$ cat config.mk
export PLATFORM = sky130hd
export DESIGN_NAME = frame_capture_ctrl_flat
export DESIGN_NICKNAME = d
export VERILOG_FILES = /design/src/rtl/frame_capture_ctrl_pkg.sv /design/src/rtl/frame_capture_ctrl_if.sv /design/src/rtl/frame_capture_ctrl_pixel_counter.sv /design/src/rtl/frame_capture_ctrl.sv /design/src/flat_wrapper.sv
export SDC_FILE = /design/constraint.sdc
export NUM_CORES = 1
export LEC_CHECK = 0
export ABC_CLOCK_PERIOD_IN_PS = 4000
export CORE_MARGIN = 5
export CORE_UTILIZATION = 49
export DETAILED_ROUTE_END_ITERATION = 8
export GPL_TIMING_DRIVEN = 0
export PLACE_DENSITY_LB_ADDON = 0.12
export SYNTH_ARGS = -nofsm -noshare
export SYNTH_HDL_FRONTEND = slang
export SYNTH_SLANG_ARGS = --single-unit
$ cat constraint.sdc
create_clock -name iClk -period 4 [get_ports iClk]
set_clock_uncertainty 0.2 [all_clocks]
set_input_delay 1.2 -clock iClk [delete_from_list [all_inputs] [get_ports iClk]]
set_output_delay 1.2 -clock iClk [all_outputs]
set_load 0.02 [all_outputs]
$ cat src/rtl/frame_capture_ctrl_pkg.sv
// Shared definitions for the video capture path: FSM state encoding and default widths.
package video_pkg;

  localparam int DEFAULT_DATA_WIDTH  = 32;
  localparam int DEFAULT_COUNT_WIDTH = 20;

  typedef enum logic [1:0] {
    IDLE     = 2'd0,
    WAIT_SOF = 2'd1,
    CAPTURE  = 2'd2
  } captureState_t;

endpackage

$ cat src/rtl/frame_capture_ctrl_if.sv
// Pixel stream in and FIFO write port out; master is the capture sequencer side.
interface frame_capture_ctrl_if import video_pkg::*; #(
  parameter int DATA_WIDTH = DEFAULT_DATA_WIDTH
);

  logic                  sof;
  logic                  pixValid;
  logic [DATA_WIDTH-1:0] pixData;
  logic                  fifoFull;
  logic                  fifoWrEn;
  logic [DATA_WIDTH-1:0] fifoData;

  modport master (
    input  sof, pixValid, pixData, fifoFull,
    output fifoWrEn, fifoData
  );

  modport slave (
    output sof, pixValid, pixData, fifoFull,
    input  fifoWrEn, fifoData
  );

endinterface

$ cat src/rtl/frame_capture_ctrl_pixel_counter.sv
// Pixel counter with latched frame size; oTerminal flags that the next counted pixel completes the frame.
module pixel_counter import video_pkg::*; #(
  parameter int COUNT_WIDTH = DEFAULT_COUNT_WIDTH
) (
  input  logic                   iClk,
  input  logic                   iResetN,
  input  logic                   iLoad,
  input  logic [COUNT_WIDTH-1:0] iSize,
  input  logic                   iInc,
  output logic [COUNT_WIDTH-1:0] oCount,
  output logic                   oTerminal
);

  logic [COUNT_WIDTH-1:0] sizeReg;

  // Load latches a new size and restarts the count; saturate rather than wrap.
  always_ff @(posedge iClk or negedge iResetN) begin
    if (!iResetN) begin
      oCount  <= '0;
      sizeReg <= '0;
    end else if (iLoad) begin
      oCount  <= '0;
      sizeReg <= iSize;
    end else if (iInc && (oCount != '1)) begin
      oCount <= oCount + 1'b1;
    end
  end

  assign oTerminal = (({1'b0, oCount} + (COUNT_WIDTH + 1)'(1)) == {1'b0, sizeReg});

endmodule

$ cat src/rtl/frame_capture_ctrl.sv
// Write-side sequencer for the video-to-CPU FIFO: arms on iStart, captures one frame from the next SOF.
module frame_capture_ctrl import video_pkg::*; #(
  parameter int DATA_WIDTH  = DEFAULT_DATA_WIDTH,
  parameter int COUNT_WIDTH = DEFAULT_COUNT_WIDTH
) (
  input  logic                   iClk,
  input  logic                   iResetN,
  input  logic                   iStart,
  input  logic                   iAbort,
  input  logic [COUNT_WIDTH-1:0] iFrameSize,
  frame_capture_ctrl_if.master   bus,
  output logic                   oBusy,
  output logic                   oDone,
  output logic                   oOverflow,
  output logic                   oShortFrame,
  output logic [COUNT_WIDTH-1:0] oPixCount
);

  captureState_t         state;
  logic                  acceptStart;
  logic                  countPixel;
  logic                  shortEvt;
  logic                  terminal;
  logic [DATA_WIDTH-1:0] pixData;
  logic                  fifoWrEn;
  logic [DATA_WIDTH-1:0] fifoData;

  assign pixData      = bus.pixData;
  assign bus.fifoWrEn = fifoWrEn;
  assign bus.fifoData = fifoData;

  // A SOF in CAPTURE ends the frame early unless that same pixel is the last one anyway.
  always_comb begin
    acceptStart = (state == IDLE) && iStart && (iFrameSize != '0);
    countPixel  = 1'b0;
    shortEvt    = 1'b0;
    case (state)
      WAIT_SOF: countPixel = !iAbort && bus.sof && bus.pixValid;
      CAPTURE: begin
        shortEvt   = !iAbort && bus.sof && !(bus.pixValid && terminal);
        countPixel = !iAbort && bus.pixValid && !shortEvt;
      end
      default: ;
    endcase
  end

  pixel_counter #(
    .COUNT_WIDTH(COUNT_WIDTH)
  ) uCounter (
    .iClk      (iClk),
    .iResetN   (iResetN),
    .iLoad     (acceptStart),
    .iSize     (iFrameSize),
    .iInc      (countPixel),
    .oCount    (oPixCount),
    .oTerminal (terminal)
  );

  always_ff @(posedge iClk or negedge iResetN) begin
    if (!iResetN) begin
      state       <= IDLE;
      oBusy       <= 1'b0;
      oDone       <= 1'b0;
      oOverflow   <= 1'b0;
      oShortFrame <= 1'b0;
      fifoWrEn    <= 1'b0;
      fifoData    <= '0;
    end else begin
      fifoWrEn <= 1'b0;
      oDone    <= 1'b0;

      // Dropped pixels still count so the frame stays aligned with the sensor.
      if (countPixel) begin
        if (bus.fifoFull) begin
          oOverflow <= 1'b1;
        end else begin
          fifoWrEn <= 1'b1;
          fifoData <= pixData;
        end
      end

      case (state)
        IDLE: begin
          if (acceptStart) begin
            state       <= WAIT_SOF;
            oBusy       <= 1'b1;
            oOverflow   <= 1'b0;
            oShortFrame <= 1'b0;
          end
        end
        WAIT_SOF: begin
          if (iAbort) begin
            state <= IDLE;
            oBusy <= 1'b0;
          end else if (bus.sof) begin
            if (countPixel && terminal) begin
              state <= IDLE;
              oBusy <= 1'b0;
              oDone <= 1'b1;
            end else begin
              state <= CAPTURE;
            end
          end
        end
        CAPTURE: begin
          if (iAbort) begin
            state <= IDLE;
            oBusy <= 1'b0;
          end else if (shortEvt) begin
            state       <= IDLE;
            oBusy       <= 1'b0;
            oDone       <= 1'b1;
            oShortFrame <= 1'b1;
          end else if (countPixel && terminal) begin
            state <= IDLE;
            oBusy <= 1'b0;
            oDone <= 1'b1;
          end
        end
        default: begin
          state <= IDLE;
          oBusy <= 1'b0;
        end
      endcase
    end
  end

endmodule
$ cat src/flat_wrapper.sv
// flat-port wrapper written by rule: the top's interface ports become plain ports
module frame_capture_ctrl_flat import video_pkg::*;
#(
  parameter int DATA_WIDTH  = DEFAULT_DATA_WIDTH,
  parameter int COUNT_WIDTH = DEFAULT_COUNT_WIDTH
)
  (iClk, iResetN, iStart, iAbort, iFrameSize, oBusy, oDone, oOverflow, oShortFrame, oPixCount, bus_sof, bus_pixValid, bus_pixData, bus_fifoFull, bus_fifoWrEn, bus_fifoData);
  frame_capture_ctrl_if #(.DATA_WIDTH(DATA_WIDTH)) bus_i ();
  input  logic iClk;
  input  logic iResetN;
  input  logic iStart;
  input  logic iAbort;
  input  logic [COUNT_WIDTH-1:0] iFrameSize;
  output logic oBusy;
  output logic oDone;
  output logic oOverflow;
  output logic oShortFrame;
  output logic [COUNT_WIDTH-1:0] oPixCount;
  input wire logic [$bits(bus_i.sof)-1:0] bus_sof;
  input wire logic [$bits(bus_i.pixValid)-1:0] bus_pixValid;
  input wire logic [$bits(bus_i.pixData)-1:0] bus_pixData;
  input wire logic [$bits(bus_i.fifoFull)-1:0] bus_fifoFull;
  output wire logic [$bits(bus_i.fifoWrEn)-1:0] bus_fifoWrEn;
  output wire logic [$bits(bus_i.fifoData)-1:0] bus_fifoData;
  assign bus_i.sof = bus_sof;
  assign bus_i.pixValid = bus_pixValid;
  assign bus_i.pixData = bus_pixData;
  assign bus_i.fifoFull = bus_fifoFull;
  assign bus_fifoWrEn = bus_i.fifoWrEn;
  assign bus_fifoData = bus_i.fifoData;
  frame_capture_ctrl #(.DATA_WIDTH(DATA_WIDTH), .COUNT_WIDTH(COUNT_WIDTH)) u_core (.iClk(iClk), .iResetN(iResetN), .iStart(iStart), .iAbort(iAbort), .iFrameSize(iFrameSize), .bus(bus_i), .oBusy(oBusy), .oDone(oDone), .oOverflow(oOverflow), .oShortFrame(oShortFrame), .oPixCount(oPixCount));
endmodule
==> report_table.html <==
<table>
<tr><th>Metric</th><th>Value</th></tr>
<tr><th colspan="2">Outcome</th></tr>
<tr><td>Run status</td><td>finished, final reports clean</td></tr>
<tr><th colspan="2">Final layout</th></tr>
<tr><td>Fraction of layout instances using a drive strength above 1</td><td>0.128</td></tr>
<tr><td># nets final</td><td>629</td></tr>
<tr><td>Layout-stage area growth over the synthesis result</td><td>36.3%</td></tr>
<tr><td>Total of fill cells in the finished design</td><td>700</td></tr>
<tr><td>Diodes inserted</td><td>0</td></tr>
<tr><td>Post-route standard cell area excluding fillers</td><td>5790 um2</td></tr>
<tr><th colspan="2">Synth</th></tr>
<tr><td>Syn Nets</td><td>500</td></tr>
<tr><td>Mapped Cells</td><td>436</td></tr>
<tr><td>Fraction of the mapped netlist area in adder cells</td><td>0.0147</td></tr>
<tr><td>Complex-gate fraction of the synthesized area</td><td>0.122</td></tr>
<tr><td>Yosys cell types</td><td>53</td></tr>
<tr><td>Fraction of registers with async set or reset after synthesis</td><td>1.00</td></tr>
<tr><td>Xor/xnor cell area share of the yosys netlist</td><td>0.0474</td></tr>
<tr><td>Combinational family with the most area after synthesis</td><td>simple AND/OR/NAND/NOR gates</td></tr>
<tr><td>Most instantiated library cell after synthesis</td><td>sky130_fd_sc_hd__nand2_1</td></tr>
<tr><td>Share of synthesized cell area in and, or, nand and nor gates</td><td>0.223</td></tr>
<tr><td>Post-synthesis sequential element count</td><td>79</td></tr>
<tr><td>Top cells by instance count after synthesis</td><td>88 x sky130_fd_sc_hd__nand2_1, 79 x sky130_fd_sc_hd__dfrtp_1, 33 x sky130_fd_sc_hd__mux2_2</td></tr>
<tr><td>Top cell type's share of synthesized area</td><td>0.465</td></tr>
<tr><td>Number of enable-type register cells in the synthesized netlist</td><td>0</td></tr>
<tr><td>Sequential cell area fraction in the yosys report</td><td>0.465</td></tr>
<tr><td>Fraction of synthesized area in multiplexers</td><td>0.0946</td></tr>
<tr><td>Yosys warnings</td><td>0</td></tr>
<tr><td>Syn Area/Cell</td><td>9.74 um2</td></tr>
<tr><td>Cells taking the most area after synthesis</td><td>sky130_fd_sc_hd__dfrtp_1 47%, sky130_fd_sc_hd__mux2_2 8.7%, sky130_fd_sc_hd__nand2_1 7.8%, sky130_fd_sc_hd__or4_1 3.0%, sky130_fd_sc_hd__xnor2_1 2.9%</td></tr>
<tr><td>Synth area leader</td><td>sky130_fd_sc_hd__dfrtp_1</td></tr>
<tr><td>Post-Syn Area</td><td>4250 um2</td></tr>
<tr><td>Top_reg_cell synth</td><td>sky130_fd_sc_hd__dfrtp_1</td></tr>
<tr><th colspan="2">Worst setup path</th></tr>
<tr><td>Critical Path RT</td><td>4010 ps</td></tr>
<tr><td>Highest net fanout along the worst path</td><td>10</td></tr>
<tr><td>CP cell instances</td><td>ha_4 &gt; nand4_4 &gt; or3_4 &gt; or4_1 &gt; a32oi_1 &gt; nand4_1 &gt; o31a_1 &gt; clkbuf_2 &gt; buf_2 &gt; o31ai_1 &gt; a21oi_1</td></tr>
<tr><td>Cell count of the worst reg-to-reg path</td><td>11</td></tr>
<tr><td>Start-to-end type of the worst setup path</td><td>reg2reg</td></tr>
<tr><td>Slowest cell delay on critical path</td><td>520 ps</td></tr>
<tr><td>Capturing point of the worst reg2reg path</td><td>u_core.uCounter.oCount[19]</td></tr>
<tr><td>Launching point of the worst reg2reg path</td><td>u_core.uCounter.oCount[0]</td></tr>
<tr><td>Startpoint class of the critical path</td><td>flip-flop</td></tr>
<tr><td>Dominant delay contributor by cell family on the critical path</td><td>simple AND/OR/NAND/NOR gates</td></tr>
<tr><td>End point of the critical path</td><td>u_core.uCounter.oCount[19]</td></tr>
<tr><td>Crit. Startpoint</td><td>u_core.uCounter.oCount[0]</td></tr>
<tr><td>Setup slack, reg-to-reg</td><td>210 ps</td></tr>
<tr><td>Buffers and inverters on the worst path</td><td>2</td></tr>
<tr><td>Worst Path Arrival</td><td>3790 ps</td></tr>
<tr><td>Kind of end point of the critical path</td><td>flip-flop</td></tr>
<tr><td>Number of gates on the worst path with buffers counted</td><td>11</td></tr>
<tr><td>Worst-path cell with the longest stage delay</td><td>sky130_fd_sc_hd__or4_1</td></tr>
<tr><th colspan="2">Clock network</th></tr>
<tr><td>CTS Sinks</td><td>79</td></tr>
<tr><td>Clock tree from TritonCTS</td><td>done</td></tr>
<tr><td>Max Root-Sink Buffers</td><td>2</td></tr>
<tr><td>Clock root cell</td><td>sky130_fd_sc_hd__clkbuf_8</td></tr>
<tr><td>Total CTS buffers</td><td>9</td></tr>
<tr><td>Number of buffers inserted for hold repair after clock tree synthesis</td><td>0</td></tr>
<tr><td>Clock latency reported for the late side of the worst-skew pair</td><td>360 ps</td></tr>
<tr><td>H-tree level count</td><td>3</td></tr>
<tr><td>Clock edge transition at the registers on the reported setup and hold paths</td><td>90 ps</td></tr>
<tr><th colspan="2">Route</th></tr>
<tr><td>Number of remaining DRC errors</td><td>0</td></tr>
<tr><td>Number of vias in the routed layout</td><td>3869</td></tr>
<tr><td>Total length of routed wires</td><td>around 12000 um</td></tr>
<tr><td>Post-DR vias/cell</td><td>about 5.7</td></tr>
<tr><td>Detailed-routing iteration count for the pre-antenna-repair pass</td><td>5</td></tr>
<tr><td>Number of DRC markers after the initial detailed-route iteration</td><td>153</td></tr>
<tr><td>Antenna viol nets, final</td><td>0</td></tr>
<tr><td>Routed length per instance</td><td>17.8 um</td></tr>
<tr><th colspan="2">Timing</th></tr>
<tr><td>Max-slew headroom</td><td>0.374</td></tr>
<tr><td>Number of endpoints failing setup at the final stage</td><td>0</td></tr>
<tr><td>Max Clock Freq</td><td>0.264 GHz</td></tr>
<tr><td>Crit path time final</td><td>3790 ps</td></tr>
<tr><td>Measured slew at the worst slew-check pin</td><td>927 ps</td></tr>
<tr><td>Portion of the clock cycle consumed by the worst path in the final layout</td><td>0.946</td></tr>
<tr><td>Final Max Tran Viols</td><td>0</td></tr>
<tr><td>RSZ-0062 raised after global routing</td><td>no</td></tr>
<tr><td>Total count of hold-check failures in the final report</td><td>0</td></tr>
<tr><td>Worst slack on hold paths</td><td>roughly 310 ps</td></tr>
<tr><th colspan="2">Pwr</th></tr>
<tr><td>Sequential share of power</td><td>0.397</td></tr>
<tr><td>Sw frac</td><td>0.379</td></tr>
<tr><td>Leakage component of the power</td><td>~0.0024 uW</td></tr>
<tr><td>Clock network fraction of total power</td><td>0.181</td></tr>
<tr><td>PwrDens</td><td>roughly 550 nW/um2</td></tr>
<tr><td>Maximum vdd drop</td><td>0.000379 V</td></tr>
<tr><td>Internal power of the cells</td><td>1980 uW</td></tr>
<tr><td>Combinational group share of total power</td><td>0.422</td></tr>
<tr><td>Power dissipated by switching net loads</td><td>between 1000 and 1500 uW</td></tr>
<tr><th colspan="2">Floorplan</th></tr>
<tr><td>Number of top-level pins</td><td>between 100 and 150</td></tr>
<tr><td>Die outline height</td><td>103 um</td></tr>
<tr><td>Width of the chip</td><td>slightly above 100 um</td></tr>
<tr><td>Cell Rows</td><td>34</td></tr>
<tr><td>Starting Density</td><td>0.494</td></tr>
<tr><td>Area of the core</td><td>8590 um2</td></tr>
<tr><td>Total Die Area</td><td>between 10000 and 15000 um2</td></tr>
<tr><th colspan="2">Global routing</th></tr>
<tr><td>Total congestion overflow after global routing</td><td>0</td></tr>
<tr><td>Via count of the first global-routing pass</td><td>3938</td></tr>
<tr><td>Largest net degree at the start of global routing</td><td>between 60 and 70</td></tr>
<tr><td>Number of antenna violations at the first check in global routing</td><td>0</td></tr>
<tr><td>Global-route wire length before repair</td><td>19400 um</td></tr>
<tr><td>Total GRT Usage</td><td>0.238</td></tr>
<tr><th colspan="2">Min path</th></tr>
<tr><td>Hold/Removal Path Class</td><td>reg2reg</td></tr>
<tr><td>Depth of the worst hold-timing path</td><td>1</td></tr>
<tr><th colspan="2">Placed design</th></tr>
<tr><td>HPWL Detailed</td><td>9150 um</td></tr>
<tr><td>Number of buffers inserted by port buffering</td><td>115</td></tr>
<tr><td>RD Place Congestion</td><td>approximately 0.96</td></tr>
<tr><td>Post-detailed-placement cell area</td><td>5560 um2</td></tr>
<tr><th colspan="2">Run</th></tr>
<tr><td>Number of max-cap violations</td><td>0</td></tr>
</table>
[kinds of logic after synthesis]
group	after synthesis
compound gates	75
xor+xnor	23
fa+ha+maj	5
buf+inv	34
flops	79
mux	36
simple gates	184
[cell usage in the layout, fill, tap and decap left out, types with 3 or more instances in the layout]
master                              n
sky130_fd_sc_hd__ha_1               4
sky130_fd_sc_hd__nor3_1             5
sky130_fd_sc_hd__nor4_1            10
sky130_fd_sc_hd__mux2_2            33
sky130_fd_sc_hd__a21oi_1           19
sky130_fd_sc_hd__o311ai_0           4
sky130_fd_sc_hd__nand4_1            9
sky130_fd_sc_hd__clkbuf_8          10
sky130_fd_sc_hd__or3_1              7
sky130_fd_sc_hd__clkbuf_2           4
sky130_fd_sc_hd__nor2b_1            3
sky130_fd_sc_hd__inv_6              3
sky130_fd_sc_hd__nand3_1            9
sky130_fd_sc_hd__inv_1              9
sky130_fd_sc_hd__o31a_1             3
sky130_fd_sc_hd__nand2b_1           5
sky130_fd_sc_hd__nor3b_1            3
sky130_fd_sc_hd__mux2i_1            3
sky130_fd_sc_hd__a211oi_1           3
sky130_fd_sc_hd__clkdlybuf4s50_1  114
sky130_fd_sc_hd__nand2_1           88
sky130_fd_sc_hd__or4_1             17
sky130_fd_sc_hd__buf_2              6
sky130_fd_sc_hd__nor2_1            12
sky130_fd_sc_hd__o41ai_1            3
sky130_fd_sc_hd__clkbuf_1          11
sky130_fd_sc_hd__o21ai_0           11
sky130_fd_sc_hd__o211ai_1           4
sky130_fd_sc_hd__xor2_1             9
sky130_fd_sc_hd__and2_1             4
sky130_fd_sc_hd__xnor2_1           14
sky130_fd_sc_hd__buf_4              6
sky130_fd_sc_hd__dfrtp_1           78
sky130_fd_sc_hd__o31ai_1           12
[stage by stage]
step,instances,total power [uW],util,worst slack (ps),setup TNS [ps]
2_1_floorplan,436,2010,-,338,0
3_3_place_gp,659,2570,0.644,-1260,-105580
3_5_place_dp,660,2610,0.647,-160,-6480
4_1_cts,676,3200,0.670,32.3,0
5_1_grt,678,3390,0.674,44.7,0
6_report,678,3190,0.674,215,0
[layout make-up]
type / count / area [um2] / share of cell area
Sequential cell: 79 / 1980 / 0.342
Clock inverter: 6 / 51.3 / 0.00886
Buffer: 25 / 118 / 0.0203
Inverter: 9 / 33.8 / 0.00584
Clock buffer: 10 / 138 / 0.0238
Timing Repair Buffer: 118 / 1190 / 0.206
Tap cell: 108 / 135 / 0.0233
Multi-Input combinational cell: 323 / 2140 / 0.370
[worst register-to-register path, cell delays in order (launching register included)]
cell and delay [ps]:
sky130_fd_sc_hd__dfrtp_2 490, sky130_fd_sc_hd__ha_4 220, sky130_fd_sc_hd__nand4_4 180, sky130_fd_sc_hd__or3_4 410, sky130_fd_sc_hd__or4_1 520, sky130_fd_sc_hd__a32oi_1 210
sky130_fd_sc_hd__nand4_1 180, sky130_fd_sc_hd__o31a_1 340, sky130_fd_sc_hd__clkbuf_2 230, sky130_fd_sc_hd__buf_2 250, sky130_fd_sc_hd__o31ai_1 270, sky130_fd_sc_hd__a21oi_1 110
[flip-flops by register name, indices dropped and copies added (netlist names)]
signal and cells:
u_core.oBusy 1, u_core.oDone 1, u_core.uCounter.sizeReg 20, u_core.uCounter.oCount 20, u_core.bus.fifoWrEn 1, u_core.oOverflow 1, u_core.oShortFrame 1, u_core.bus.fifoData 32
u_core.state 2
[how the worst min path moves through the flow]
stage                     slack [ps]                         from                           to
after floorplan                  270   u_core.uCounter.sizeReg[0]   u_core.uCounter.sizeReg[0]
after global placement           280  u_core.uCounter.sizeReg[19]  u_core.uCounter.sizeReg[19]
after detailed placement         280             u_core.oOverflow             u_core.oOverflow
after CTS                        310             u_core.oOverflow             u_core.oOverflow
after global routing             330   u_core.uCounter.sizeReg[0]   u_core.uCounter.sizeReg[0]
final                            310      u_core.bus.fifoData[21]      u_core.bus.fifoData[21]
[metal layers]
| layer | vias up | global-route usage | wire (um) |
|---|---|---|---|
| li1 | 1840 | - | - |
| met1 | 1848 | 0.288 | 4830 |
| met3 | 29 | 0.0968 | 1240 |
| met5 | - | 0 | 0 |
| met4 | 0 | 0.0966 | 323 |
| met2 | 152 | 0.376 | 5640 |
[power groups by stage]
stage	clock [uW]	combinational [uW]	sequential [uW]
2_1_floorplan	0	590	1420
3_3_place_gp	0	1310	1260
3_5_place_dp	0	1340	1270
4_1_cts	590	1350	1260
5_1_grt	624	1460	1310
6_report	575	1340	1270
[timing repair]
item,CTS,global route
pin swaps,0,2
gates resized for setup,6,5
hold endpoints to repair,0,0
setup buffers,0,2
endpoints found under the setup margin,49,49
No activity file was read; power rests on OpenSTA's default activity.
